### config.mk
export PLATFORM = sky130hd
export DESIGN_NAME = readburst_arbiter
export DESIGN_NICKNAME = d
export VERILOG_FILES = /design/src/rtl/readburst_arbiter.sv
export SDC_FILE = /design/constraint.sdc
export NUM_CORES = 1
export LEC_CHECK = 0
export CAP_MARGIN = 20
export CORE_AREA = 2 2 158 160
export CTS_BUF_LIST = sky130_fd_sc_hd__clkbuf_16
export CTS_CLUSTER_DIAMETER = 60
export DETAILED_ROUTE_END_ITERATION = 8
export DIE_AREA = 0 0 160 162
export PLACE_DENSITY_LB_ADDON = 0.25
export SLEW_MARGIN = 20
export SYNTH_ARGS = -nofsm -noshare
export SYNTH_HDL_FRONTEND = slang
export SYNTH_SLANG_ARGS = --single-unit
export TNS_END_PERCENT = 10
### constraint.sdc
create_clock -name clk -period 2.7 [get_ports clk]
set_clock_uncertainty 0.1 [all_clocks]
set_input_delay 0.54 -clock clk [delete_from_list [all_inputs] [get_ports clk]]
set_output_delay 0.54 -clock clk [all_outputs]
set_load 0.01 [all_outputs]
### src/rtl/readburst_arbiter.sv
// readburst_arbiter: two-port readburst channel arbiter; define READBURST_ARB_RR_EN for round-robin, else port A has fixed priority
module readburst_arbiter (
  input  logic        clk,
  input  logic        rst,
  input  logic        a_readburst_do,
  output logic        a_readburst_done,
  input  logic [31:0] a_readburst_address,
  input  logic [1:0]  a_readburst_dword_length,
  input  logic [3:0]  a_readburst_byte_length,
  output logic [95:0] a_readburst_data,
  input  logic        b_readburst_do,
  output logic        b_readburst_done,
  input  logic [31:0] b_readburst_address,
  input  logic [1:0]  b_readburst_dword_length,
  input  logic [3:0]  b_readburst_byte_length,
  output logic [95:0] b_readburst_data,
  output logic        resp_readburst_do,
  input  logic        resp_readburst_done,
  output logic [31:0] resp_readburst_address,
  output logic [1:0]  resp_readburst_dword_length,
  output logic [3:0]  resp_readburst_byte_length,
  input  logic [95:0] resp_readburst_data
);
  typedef enum logic [1:0] {IDLE, GRANT_A, GRANT_B} state_t;
  state_t state, state_nxt;
  logic last_grant, ld, sel_b, pick_b;
`ifdef READBURST_ARB_RR_EN
  assign pick_b = b_readburst_do & (~a_readburst_do | ~last_grant);
`else
  assign pick_b = ~a_readburst_do;
`endif
  always_comb begin
    state_nxt = state;
    ld = 1'b0;
    sel_b = 1'b0;
    case (state)
      IDLE: begin
        ld = a_readburst_do | b_readburst_do;
        sel_b = pick_b;
      end
      GRANT_A: begin
        ld = resp_readburst_done & b_readburst_do;
        sel_b = 1'b1;
        state_nxt = resp_readburst_done ? IDLE : GRANT_A;
      end
      GRANT_B: begin
        ld = resp_readburst_done & a_readburst_do;
        state_nxt = resp_readburst_done ? IDLE : GRANT_B;
      end
      default: state_nxt = IDLE;
    endcase
    if (ld) state_nxt = sel_b ? GRANT_B : GRANT_A;
  end
  always_ff @(posedge clk or posedge rst) begin
    if (rst) begin
      state <= IDLE;
      last_grant <= 1'b0;
      resp_readburst_address <= '0;
      resp_readburst_dword_length <= '0;
      resp_readburst_byte_length <= '0;
    end else begin
      state <= state_nxt;
      if (ld) begin
        last_grant <= sel_b;
        resp_readburst_address <= sel_b ? b_readburst_address : a_readburst_address;
        resp_readburst_dword_length <= sel_b ? b_readburst_dword_length : a_readburst_dword_length;
        resp_readburst_byte_length <= sel_b ? b_readburst_byte_length : a_readburst_byte_length;
      end
    end
  end
  assign resp_readburst_do = state != IDLE;
  assign a_readburst_done = (state == GRANT_A) & resp_readburst_done;
  assign b_readburst_done = (state == GRANT_B) & resp_readburst_done;
  assign a_readburst_data = resp_readburst_data;
  assign b_readburst_data = resp_readburst_data;
endmodule
==> reports/results.txt, run 1 <==
status = completed
DIE AREA = 0.02592 mm2
sequential share of power = 27.0%
Sw Pwr = 1.302 mW
CP Capture Point = a_readburst_done
Hold Crit Depth = 1
max-slew violations = 0
die height = 162 um
Worst Path Required = 2.06 ns
GPL Wtd Cong = 0.6821
power per cell area = 1036 mW/mm2
asr flop ratio synth = 100.0%
post-synth top area share = 41.19%
Worst R2R Start = state[0]$_DFFE_PP0P_
DRC violations left = 0
Yosys cell types = 15
ANT cells = 0
worst reg2reg setup slack = 0.57 ns
leakage power = 1.449 nW
Final setup viols = 0
f_max = 408.0 MHz
reg2reg end = resp_readburst_dword_length[0]$_DFFE_PP0P_
TritonCTS Sinks = 40
# hold bufs at CTS = 0
Critical Setup Path Class = input pin to primary output
final core utilization = 15.99%
Switching Share = 32.61%
core area = 0.02411 mm2
prevailing post-synth register cell = dfrtp_1
# H-tree levels = 2
top post-synthesis cells by count = buf_4 (192), mux2_2 (77), dfrtp_1 (40)
Synth Register Bits = 40
Gate power share = 58.6%
number of synthesized flops with an enable pin = 0
global-route wire length before repair = 17.44 mm
Clk Latency, worst-skew pair = 0.28 ns
Register-to-Register Path Depth = 7
I/O Buffers = 121
detailed-route via count = 1950
area grow syn2layout = 10.12%
synth warn = 0
Rel. slew slack = 62.28%
VDD IR max = 0.3584 mV
DPL Wire Length = 10.91 mm
All-Layer GR Usage = 9.452%
setup_tns = 0 ns
Mapped Nets = 522
Syn Inst Count = 341
vias in the first global route = 2198
I/O Pins = 410
CP endpoint kind = primary output
internal power = 2.691 mW
clock buffer count from CTS = 5
Vias/cell = 3.261
Nets = 455
Setup crit start kind = input pin
count leader, synth = buf_4
Initial Util = 14.52%
final hold violations = 0
gr ovfl total = 0
layout cell share with drive strength beyond 1 = 32.85%
row count = 57
post-synth top area cell = buf_4
Cell Area, Synth = 0.003500 mm2
worst-margin pin slew = 0.5659 ns
syn avg cell area = 10.26 um2
First-pass DRT Iterations = 2
Crit. Startpoint = resp_readburst_done
post-CTS resize count = 0
Setup Buffers After CTS = 0
maxcap violations = 0
CTS tree = built
min cycle time layout = 2.451 ns
initial antenna violation count = 0
largest cells by area after synthesis = buf_4 (41%), dfrtp_1 (29%), mux2_2 (25%)
Clock Tree Root = clkbuf_16
crit-path max FO = 5
Hold Crit Class = register to register
Routed Antenna Nets = 0
Clock Power Share = 14.4%
WL final = 12.77 mm
largest net degree at the start of global routing = 41
Clock transition at path regs = 0.06 ns
Die Wd = 160 um
Routed wire per std cell = 21.35 um
buffer depth of the longest clock path = 2
sequential share of the synthesized area = 28.60%
initial DRC count = 44
CP Data Arrival Time = 1.81 ns
RSZ-0062 raised after global routing = false
crit share post-route = 90.78%
-- registers in the layout (all words and copies together), names as in the netlist --
register / count
resp_readburst_dword_length: 2
resp_readburst_address: 32
resp_readburst_byte_length: 4
state: 2
-- worst min-delay path by stage --
| stage | startpoint | endpoint | slack, ns |
|---|---|---|---|
| 2_1_floorplan | resp_readburst_address[0]$_DFFE_PP0P_ | resp_readburst_address[0]$_DFFE_PP0P_ | 0.45 |
| 3_3_place_gp | resp_readburst_address[15]$_DFFE_PP0P_ | resp_readburst_address[15]$_DFFE_PP0P_ | 0.39 |
| 3_5_place_dp | resp_readburst_address[24]$_DFFE_PP0P_ | resp_readburst_address[24]$_DFFE_PP0P_ | 0.39 |
| 4_1_cts | resp_readburst_address[9]$_DFFE_PP0P_ | resp_readburst_address[9]$_DFFE_PP0P_ | 0.41 |
| 5_1_grt | resp_readburst_address[15]$_DFFE_PP0P_ | resp_readburst_address[15]$_DFFE_PP0P_ | 0.42 |
| 6_report | resp_readburst_address[11]$_DFFE_PP0P_ | resp_readburst_address[11]$_DFFE_PP0P_ | 0.40 |
-- cell usage in the layout (no fill, tap or decap), drive strengths merged --
cell	synthesis	layout
clkdlybuf4s50	0	121
mux2	77	77
dfrtp	40	40
inv	7	7
clkbuf	0	5
buf	200	5
ha	4	4
a21oi	3	3
o21ai	3	3
and2	2	2
clkinv	0	2
nand2	1	1
nand4	1	1
nor2	1	1
a22oi	1	1
mux2i	1	1
-- through the flow --
stage | hold slack (ns) | total power [mW] | area (um2) | setup slack (ns) | instances
4_1_cts | 0.4063 | 4.102 | 3854 | 0.2511 | 598
2_1_floorplan | 0.4501 | 2.638 | 3500 | 0.7944 | 341
3_5_place_dp | 0.3911 | 3.480 | 3720 | 0.2659 | 591
3_3_place_gp | 0.3900 | 3.465 | 3720 | 0.2708 | 591
5_1_grt | 0.4188 | 4.283 | 3854 | 0.1328 | 598
6_report | 0.4015 | 3.993 | 3854 | 0.2488 | 598
-- power groups by stage --
stage / registers (mW) / logic (mW) / clock network, mW
after floorplan: 1.22 / 1.42 / 0
final: 1.08 / 2.34 / 0.575
after global placement: 1.08 / 2.39 / 0
after global routing: 1.12 / 2.54 / 0.623
after CTS: 1.08 / 2.41 / 0.613
after detailed placement: 1.08 / 2.40 / 0
-- metal layers --
metal  track usage [%]  up-vias  part of all wire [%]
met5             2.462        -                  0.55
met4             4.013        2                   3.3
met3             10.55       26                    25
met2             15.25      300                    46
met1             6.829      850                    25
li1                  -      772                     -
-- worst max-delay path, stage by stage --
cell and delay [ns]:
clkdlybuf4s50_1 0.56, and2_1 0.17, clkdlybuf4s50_1 0.54
-- cell type report --
class                      instances  area, um2
clock buffer                       5      125.1
fill                            2745      20250
inverter                           7      26.28
sequential                        40       1001
tap                              324      405.4
timing repair buffer             126       1274
multi-input combinational         94       1013
clock inverter                     2      8.758
-- cells by family (layout without fill, tap and decap cells) --
group	after synthesis	count (layout)	share of synthesized area (%)
muxes	78	78	25.06
adders and majority gates	4	4	1.430
DFF	40	40	28.60
AOI/OAI and AO/OA	7	7	1.072
and+or+nand+nor	5	5	0.7507
buffers and inverters	207	140	43.08
Power figures use the tool's default switching activity.
==> inputs of run 2 (changes only) <==
SLEW_MARGIN = not set   (was 20)
==> results of run 2 <==
Same layout as run 1: the final DEF is identical, and so are final timing and power.
